**src/rtl/instruction_fetch_unit_if.sv**
```systemverilog
// instruction_fetch_unit_if: memory handshake, redirect/stall control and decode-side outputs of the fetch stage
interface instruction_fetch_unit_if;
  logic        imem_req_o;
  logic [31:0] imem_addr_o;
  logic        imem_gnt_i;
  logic        imem_rvalid_i;
  logic [31:0] imem_rdata_i;
  logic        redirect_i;
  logic [31:0] redirect_pc_i;
  logic        stall_i;
  logic        instr_valid_o;
  logic [31:0] instruction_o;
  logic [31:0] pc_o;
  logic        fault_o;
  modport master (
    output imem_req_o, imem_addr_o, instr_valid_o, instruction_o, pc_o, fault_o,
    input  imem_gnt_i, imem_rvalid_i, imem_rdata_i, redirect_i, redirect_pc_i, stall_i
  );
  modport slave (
    input  imem_req_o, imem_addr_o, instr_valid_o, instruction_o, pc_o, fault_o,
    output imem_gnt_i, imem_rvalid_i, imem_rdata_i, redirect_i, redirect_pc_i, stall_i
  );
endinterface

```
**src/rtl/instruction_fetch_unit.sv**
```systemverilog
// instruction_fetch_unit: single-outstanding fetch stage with redirect and stale-response discard.
// Define IFU_MISALIGN_TRAP_EN to trap misaligned redirects into a FAULT state instead of masking bits [1:0].
module instruction_fetch_unit #(
  parameter logic [31:0] RESET_PC = 32'h0000_0000,
  parameter logic [31:0] NOP_WORD = 32'h0000_0013
) (
  input logic clk_i,
  input logic rst_i,
  instruction_fetch_unit_if.master bus
);
  typedef enum logic [2:0] {
    IDLE, REQ, WAIT, HOLD
`ifdef IFU_MISALIGN_TRAP_EN
    , FAULT
`endif
  } state_t;
  state_t state;
  logic [31:0] fetch_pc, instr, pc, tgt;
  logic kill, req, valid;
  assign tgt = bus.redirect_pc_i & 32'hFFFF_FFFC;
  assign bus.imem_req_o = req;
  assign bus.imem_addr_o = fetch_pc;
  assign bus.instr_valid_o = valid;
  assign bus.instruction_o = instr;
  assign bus.pc_o = pc;
`ifdef IFU_MISALIGN_TRAP_EN
  logic fault, trap;
  assign trap = bus.redirect_i && bus.redirect_pc_i[1:0] != 2'b00 && state != IDLE;
  assign bus.fault_o = fault;
`else
  assign bus.fault_o = 1'b0;
`endif
  always_ff @(posedge clk_i or posedge rst_i)
    if (rst_i) begin
      state <= IDLE;
      fetch_pc <= RESET_PC;
      kill <= 1'b0;
      req <= 1'b0;
      valid <= 1'b0;
      instr <= NOP_WORD;
      pc <= RESET_PC;
`ifdef IFU_MISALIGN_TRAP_EN
      fault <= 1'b0;
`endif
    end else begin
`ifdef IFU_MISALIGN_TRAP_EN
      // a trap abandons any outstanding response: WAIT is left, so late rvalid is ignored
      if (trap) begin
        fault <= 1'b1;
        pc <= bus.redirect_pc_i;
        state <= FAULT;
        req <= 1'b0;
        valid <= 1'b0;
        kill <= 1'b0;
        instr <= NOP_WORD;
      end else
`endif
      case (state)
        IDLE: begin
          state <= REQ;
          req <= 1'b1;
        end
        REQ: begin
          if (bus.redirect_i) fetch_pc <= tgt;
          if (bus.imem_gnt_i) begin
            state <= WAIT;
            kill <= bus.redirect_i;
            req <= 1'b0;
          end
        end
        WAIT: begin
          if (bus.redirect_i) fetch_pc <= tgt;
          if (bus.imem_rvalid_i && !kill && !bus.redirect_i) begin
            instr <= bus.imem_rdata_i;
            pc <= fetch_pc;
            fetch_pc <= fetch_pc + 32'd4;
            state <= HOLD;
            valid <= 1'b1;
          end else if (bus.imem_rvalid_i) begin
            kill <= 1'b0;
            state <= REQ;
            req <= 1'b1;
          end else if (bus.redirect_i) kill <= 1'b1;
        end
        HOLD: begin
          if (bus.redirect_i || !bus.stall_i) begin
            if (bus.redirect_i) fetch_pc <= tgt;
            instr <= NOP_WORD;
            valid <= 1'b0;
            state <= REQ;
            req <= 1'b1;
          end
        end
`ifdef IFU_MISALIGN_TRAP_EN
        FAULT: begin
          if (bus.redirect_i) begin
            fault <= 1'b0;
            fetch_pc <= tgt;
            state <= REQ;
            req <= 1'b1;
          end
        end
`endif
        default: begin
          state <= IDLE;
          req <= 1'b0;
          valid <= 1'b0;
        end
      endcase
    end
endmodule

```
**src/flat_wrapper.sv**
```systemverilog
// flat-port wrapper written by rule: the top's interface ports become plain ports
module instruction_fetch_unit_flat 
#(
  parameter logic [31:0] RESET_PC = 32'h0000_0000,
  parameter logic [31:0] NOP_WORD = 32'h0000_0013
)
  (clk_i, rst_i, bus_imem_req_o, bus_imem_addr_o, bus_instr_valid_o, bus_instruction_o, bus_pc_o, bus_fault_o, bus_imem_gnt_i, bus_imem_rvalid_i, bus_imem_rdata_i, bus_redirect_i, bus_redirect_pc_i, bus_stall_i);
  instruction_fetch_unit_if bus_i ();
  input logic clk_i;
  input logic rst_i;
  output wire logic [$bits(bus_i.imem_req_o)-1:0] bus_imem_req_o;
  output wire logic [$bits(bus_i.imem_addr_o)-1:0] bus_imem_addr_o;
  output wire logic [$bits(bus_i.instr_valid_o)-1:0] bus_instr_valid_o;
  output wire logic [$bits(bus_i.instruction_o)-1:0] bus_instruction_o;
  output wire logic [$bits(bus_i.pc_o)-1:0] bus_pc_o;
  output wire logic [$bits(bus_i.fault_o)-1:0] bus_fault_o;
  input wire logic [$bits(bus_i.imem_gnt_i)-1:0] bus_imem_gnt_i;
  input wire logic [$bits(bus_i.imem_rvalid_i)-1:0] bus_imem_rvalid_i;
  input wire logic [$bits(bus_i.imem_rdata_i)-1:0] bus_imem_rdata_i;
  input wire logic [$bits(bus_i.redirect_i)-1:0] bus_redirect_i;
  input wire logic [$bits(bus_i.redirect_pc_i)-1:0] bus_redirect_pc_i;
  input wire logic [$bits(bus_i.stall_i)-1:0] bus_stall_i;
  assign bus_imem_req_o = bus_i.imem_req_o;
  assign bus_imem_addr_o = bus_i.imem_addr_o;
  assign bus_instr_valid_o = bus_i.instr_valid_o;
  assign bus_instruction_o = bus_i.instruction_o;
  assign bus_pc_o = bus_i.pc_o;
  assign bus_fault_o = bus_i.fault_o;
  assign bus_i.imem_gnt_i = bus_imem_gnt_i;
  assign bus_i.imem_rvalid_i = bus_imem_rvalid_i;
  assign bus_i.imem_rdata_i = bus_imem_rdata_i;
  assign bus_i.redirect_i = bus_redirect_i;
  assign bus_i.redirect_pc_i = bus_redirect_pc_i;
  assign bus_i.stall_i = bus_stall_i;
  instruction_fetch_unit #(.RESET_PC(RESET_PC), .NOP_WORD(NOP_WORD)) u_core (.clk_i(clk_i), .rst_i(rst_i), .bus(bus_i));
endmodule
```
**config.mk**
```make
export PLATFORM = sky130hd
export DESIGN_NAME = instruction_fetch_unit_flat
export DESIGN_NICKNAME = d
export VERILOG_FILES = /design/src/rtl/instruction_fetch_unit_if.sv /design/src/rtl/instruction_fetch_unit.sv /design/src/flat_wrapper.sv
export SDC_FILE = /design/constraint.sdc
export NUM_CORES = 1
export LEC_CHECK = 0
export BUFFER_PORTS_ARGS = -buffer_cell sky130_fd_sc_hd__buf_2
export CORE_ASPECT_RATIO = 0.9
export CORE_MARGIN = 2
export CORE_UTILIZATION = 50
export DETAILED_ROUTE_END_ITERATION = 6
export MAX_ROUTING_LAYER = met4
export PLACE_DENSITY = 0.81
export SYNTH_ARGS = -nofsm -noshare
export SYNTH_HDL_FRONTEND = slang
export SYNTH_SLANG_ARGS = --single-unit
export TNS_END_PERCENT = 100
```
**constraint.sdc**
```tcl
create_clock -name clk_i -period 4.9 [get_ports clk_i]
set_clock_uncertainty 0.1 [all_clocks]
set_input_delay 0.245 -clock clk_i [delete_from_list [all_inputs] [get_ports clk_i]]
set_output_delay 0.245 -clock clk_i [all_outputs]
set_load 0.01 [all_outputs]
```
# Word level (Yosys, flattened, before mapping)
# Cells that the tools add are included.
dict set report classes {
  n_eq_ne 10
  n_reduce_logical 18
  n_mux 25
  n_addsub 1
  n_bitwise 1
}
# cell n
set op_table {}
lappend op_table {{2-to-1 mux 32 bit} 5}
lappend op_table {{one-hot mux 32 bit (3 select lines)} 1}
lappend op_table {{one-hot mux 32 bit (2 select lines)} 1}
lappend op_table {{adder 32 x 3 -> 32 bit, second input constant} 1}
lappend op_table {{2-to-1 mux 3 bit} 4}
lappend op_table {{one-hot mux 3 bit (4 select lines)} 1}
lappend op_table {{2-to-1 mux 1 bit} 10}
lappend op_table {{AND reduction 3 bit} 3}
lappend op_table {{AND reduction 4 bit} 2}
lappend op_table {{== test 3 x 2 -> 1 bit, second input constant} 2}
lappend op_table {{!= test 2 bit, second input constant} 3}
lappend op_table {{!= test 2 x 1 -> 1 bit, second input constant} 2}
lappend op_table {{one-hot mux 1 bit (4 select lines)} 1}
lappend op_table {{AND reduction 2 bit} 2}
lappend op_table {{nonzero test 2 bit} 2}
lappend op_table {{== test 3 x 1 -> 1 bit, second input constant} 1}
lappend op_table {{zero test 1 bit} 3}
lappend op_table {{zero test 3 bit} 1}
lappend op_table {{!= test 3 x 2 -> 1 bit, second input constant} 1}
lappend op_table {{!= test 3 bit, second input constant} 1}
lappend op_table {{one-hot mux 1 bit (3 select lines)} 1}
lappend op_table {{nonzero test 3 bit} 1}
lappend op_table {{logical AND 1 bit} 2}
lappend op_table {{one-hot mux 1 bit (2 select lines)} 1}
lappend op_table {{3 further kinds} 3}
dict set report word_totals {
  reg_bits 102
  inputBits 70
  elab_cells 62
  output_inout_bits 99
}

# Logic depth before layout (Yosys ltp)
dict set report depth {
  word_depth 5
  mapped_depth 8
  ltp_nobuf 6
}

# Worst setup path after synthesis
# Ideal clock, no wire load.
dict set report synth_path {
  path_kind {register to register}
  from {register u_core.fetch_pc[2], in the netlist u_core.bus.imem_addr_o[2]}
  to {register u_core.fetch_pc[22], in the netlist u_core.bus.imem_addr_o[22]}
  slack_ns 2.876
  period_less_slack_ns 2.024
  path_stages_with_launch 8
  arrival_time_ns 1.800
  required_time_ns 4.676
  n_path_buf 1
  setup_ns 0.124
  cell_sequence {dfrtp_1 > ha_1 > and4_1 > and4_1 > clkbuf_1 > nand3_1 > nor2b_1 > a211o_1}
}
dict set report synth_between {
  elab_chain_cells 3
}
# item line
set synth_lines {}
lappend synth_lines {{from (decl)} instruction_fetch_unit.sv:18} ;# logic [31:0] fetch_pc, instr, pc, tgt;
lappend synth_lines {{from (signal assigned)} instruction_fetch_unit.sv:64} ;# if (bus.redirect_i) fetch_pc <= tgt;
lappend synth_lines {{from (signal assigned)} instruction_fetch_unit.sv:72} ;# if (bus.redirect_i) fetch_pc <= tgt;
lappend synth_lines {{from (signal assigned)} instruction_fetch_unit.sv:76} ;# fetch_pc <= fetch_pc + 32'd4;
lappend synth_lines {{adder 32 x 3 -> 32 bit} instruction_fetch_unit.sv:76}
lappend synth_lines {{2-to-1 mux 32 bit} instruction_fetch_unit.sv:73} ;# if (bus.imem_rvalid_i && !kill && !bus.redirect_i) begin
lappend synth_lines {{one-hot mux 32 bit (3 select lines)} instruction_fetch_unit.sv:58} ;# case (state)
# Every way passes these cells.
# A chain may end at the register's enable or synchronous reset.

# Worst setup path after layout
dict set report layout_path {
  from {register u_core.state[0]}
  to {register u_core.fetch_pc[8], in the netlist u_core.bus.imem_addr_o[8]}
}
dict set report layout_between {
  elab_chain_cells 3
  word_cells_on_any_way 7
  classes_between {eq/ne (4); mux (1); reduce/logical (2)}
}
# item line
set layout_lines {}
lappend layout_lines {{from (decl)} instruction_fetch_unit.sv:17} ;# state_t state;
lappend layout_lines {{from (signal assigned)} instruction_fetch_unit.sv:35} ;# state <= IDLE;
lappend layout_lines {{from (signal assigned)} instruction_fetch_unit.sv:60} ;# state <= REQ;
lappend layout_lines {{from (signal assigned)} instruction_fetch_unit.sv:66} ;# state <= WAIT;
lappend layout_lines {{== test 3 x 2 -> 1 bit or == test 3 x 1 -> 1 bit (tied branches)} instruction_fetch_unit.sv:58}
lappend layout_lines {{!= test 2 x 1 -> 1 bit (no source line) or nonzero test 3 bit (tied branches)} -}
lappend layout_lines {{AND reduction 2 bit (no source line)} -}
# Several ways; a longest one is shown, not always the timed one.

==> reports/results.tsv <==
stage	metric	value	unit
outcome	outcome	finished, final reports clean	
sta	Final setup violation count	0	
clocking	CTS Buf Count	9	
sta	RSZ-0062 raised after global routing	no	
power_and_ir_drop	leak pwr	3.15	nW
clocking	clock transition at the registers of the reported paths	100	ps
global_route	initial antenna violation count	0	
setup_path	CP Cell Sequence	or3b_4 -> nor3b_4 -> o21ai_2 -> a21oi_1 -> o221a_2	
die	die area	0.00997	mm^2
setup_path	crit path DAT	3000	ps
die	area of the core	0.00900	mm^2
setup_path	CP Class	reg2reg	
synth	Syn Area/Cell	9.77	um^2
finish	final instance area	0.00592	mm^2
sta	Worst-Margin Slew	943	ps
finish	Layout Utilization	0.658	
finish	share of layout cells above drive strength 1	0.303	
synth	number of flops mapped to enable cells by yosys	0	
routing	TritonRoute pass-1 iters	5	
setup_path	CP max stage delay	800	ps
power_and_ir_drop	power density cells	512	mW/mm^2
setup_path	CP max FO	21	
die	Die Height	94.9	um
sta	Worst slew margin	0.371	
die	Die Wd	105	um
global_route	first-pass GRT wire length	20100	um
die	I/O pin count	169	
job	MaxCap Viol Count	0	
setup_path	r2r worst-path depth	5	
global_route	largest net degree at the start of global routing	54	
setup_path	r2r setup slk	2100	ps
sta	setup TNS	0	ps
synth	sequential-to-total area share from yosys stat	0.551	
placed_design	Placer Congestion	0.858	
routing	Avg Vias per Cell	5.53	
setup_path	RR Startpoint	u_core.state[0]	
placed_design	DP Area	0.00547	mm^2
synth	Syn. warnings	0	
routing	final WL	12700	um
synth	mapped cell area	0.00459	mm^2
clocking	CTS root buf	clkbuf_8	
clocking	PostCTS Resize Cnt	0	
synth	syn nets	541	
routing	Wirelength per Cell	16.5	um
die	initial core utilization	0.510	
clocking	H-Tree Depth	3	
sta	hold_ws	5.03	ps
setup_path	endpoint class of the critical path	register	
clocking	TritonCTS clock tree	built	
global_route	GRT Total Usage	0.264	
setup_path	CP max stage cell	nor3b_4	
synth	post-synthesis cell count	470	
synth	Synth Flop Type	dfrtp_1	
synth	#FFs+latches synth	101	
setup_path	end of the critical path	u_core.bus.imem_addr_o[8]	
global_route	GR Overflow Total	0	
setup_path	critical path required time	5100	ps
sta	Final min period	2800	ps
finish	nets	717	
finish	Area growth, synth to finish	29.0	%
clocking	Longest Clk Path Bufs	2	
global_route	vias in the first global route	4029	
placed_design	PortBufs	165	
clocking	clock sinks	101	
routing	vias	4271	
placed_design	DPL Wire Length	8400	um
synth	distinct cell type count after synthesis	50	
sta	crit share post-route	0.571	
die	Row Count	33	
power_and_ir_drop	VDD IR max	0.216	mV
finish	Antenna Cells	0	
sta	Slew Limit Fails	0	
routing	DRC	0	
setup_path	crit path from	u_core.state[0]	
clocking	clk_lat worst skew	370	ps
sta	Hold Vio Cnt, Final	0	
synth	async set-or-reset flop fraction in the synthesized netlist	1.00	
sta	fmax	357	MHz
setup_path	RR Endpoint	u_core.bus.imem_addr_o[8]	
setup_path	Critical Path Source Type	register	
routing	Detailed Route Iter0 Violations	218	
hold_path	worst min path class	in2reg	
clocking	postcts setup bufs	0	
routing	antenna-violating nets left	0	
[cells by family (layout without fill, tap and decap cells)]
kind of cell    Yosys count  in the layout  synth area share
other cells               1              1          0.000816
simple gates            209            209             0.212
fa+ha+maj                 1              1           0.00272
flops                   101            101             0.551
xor+xnor                  4              4           0.00763
buf+inv                  36            217            0.0376
compound gates          107            107             0.165
mux                      11             11            0.0240
[flip-flops by register name, summed over array words and instances, names as in the netlist]
signal,cells
u_core.bus.imem_req_o,1
u_core.state,2
u_core.bus.instruction_o,32
u_core.bus.pc_o,32
u_core.bus.instr_valid_o,1
u_core.kill,1
u_core.bus.imem_addr_o,32
[cell usage after synthesis, types with 2 or more instances]
| library cell | number | area (um^2) |
|---|---|---|
| nand4_1 | 12 | 75.1 |
| a21o_1 | 2 | 15.0 |
| inv_1 | 5 | 18.8 |
| nor3b_1 | 2 | 15.0 |
| and2_1 | 4 | 25.0 |
| nor4_1 | 6 | 37.5 |
| a211oi_1 | 3 | 22.5 |
| clkbuf_2 | 2 | 10.0 |
| a22oi_1 | 13 | 97.6 |
| nand2b_1 | 2 | 12.5 |
| a21oi_1 | 14 | 70.1 |
| buf_2 | 10 | 50.1 |
| a22o_1 | 29 | 254 |
| nand3_1 | 12 | 60.1 |
| and3_1 | 11 | 68.8 |
| o21ai_0 | 15 | 75.1 |
| a221o_1 | 3 | 30.0 |
| nand2_1 | 114 | 428 |
| nor3_1 | 5 | 25.0 |
| dfstp_2 | 3 | 78.8 |
| o22ai_1 | 6 | 37.5 |
| and4_1 | 4 | 35.0 |
| nor2_1 | 28 | 105 |
| clkbuf_1 | 12 | 45.0 |
| xnor2_1 | 4 | 35.0 |
| mux2i_1 | 11 | 110 |
| o21ai_1 | 9 | 45.0 |
| nor2b_1 | 2 | 12.5 |
| buf_4 | 6 | 45.0 |
| a31oi_1 | 4 | 25.0 |
| dfrtp_1 | 98 | 2450 |
[where the power goes]
part	internal (mW)	total, mW	switching (mW)
registers	1.11	1.41	0.303
logic	0.459	1.06	0.601
clock network	0.258	0.560	0.302
total	1.83	3.03	1.21
[cell type report]
type / count / area (um^2)
clock inverter: 5 / 67.6
timing repair buffer: 196 / 1120
inverter: 5 / 21.3
sequential: 101 / 2530
tap: 122 / 153
fill: 750 / 3080
clock buffer: 11 / 141
multi-input combinational: 333 / 1890
[per-stage QoR]
stage / setup slack (ps) / instances / power (mW)
4_1_cts: 2130 / 771 / 3.04
5_1_grt: 1900 / 773 / 3.24
2_1_floorplan: 1910 / 470 / 2.00
3_3_place_gp: 2220 / 732 / 2.41
6_report: 2100 / 773 / 3.03
3_5_place_dp: 2180 / 732 / 2.46
[routing by layer]
metal	vias to the layer above	GRT usage	part of all wire
li1	2020	-	-
met1	2020	0.339	0.43
met2	212	0.412	0.46
met3	19	0.0621	0.089
met4	0	0.0956	0.017
met5	-	-	0
[how the worst min path moves through the flow]
stage | startpoint | endpoint | slack [ps] | cells past startpoint
floorplan | bus_imem_gnt_i | u_core.state[0] | 230 | 1
global placement | rst_i | u_core.bus.instruction_o[7] | 250 | 2
detailed placement | rst_i | u_core.bus.instruction_o[7] | 270 | 2
CTS | bus_imem_rdata_i[16] | u_core.bus.instruction_o[16] | 0.4 | 2
global route | bus_imem_rdata_i[29] | u_core.bus.instruction_o[29] | 2 | 2
finish | bus_imem_rdata_i[16] | u_core.bus.instruction_o[16] | 5 | 2
[critical path, delay by kind of cell (launching register included)]
kind	cells	cell delay, ps
and+or+nand+nor	2	1240
AOI/OAI and AO/OA	3	910
DFF	1	480
[cell usage in the layout, fill, tap and decap left out, drive strengths merged, types with 2 or more instances in the layout]
cell           n
o22ai          6
dlygate4sd3   25
a22o          29
nor2          28
nand4         12
inv            7
mux2i         11
nor3           5
a31oi          4
and2           4
and4           4
clkbuf        11
dfstp          3
a21oi         14
a22oi         13
nand2        114
a21o           2
clkinv         2
nor2b          2
a221o          3
nor4           7
a211oi         3
o21ai         25
and3          11
or2            2
nor3b          3
dfrtp         98
xnor2          4
nand2b         2
nand3         12
buf          171
[repair_timing]
item | in CTS | in global routing
setup endpoints to repair | 0 | 0
endpoints found under the hold margin | 70 | 2
hold buffers | 23 | 2
Note: power is estimated with default switching activity, not from simulation.
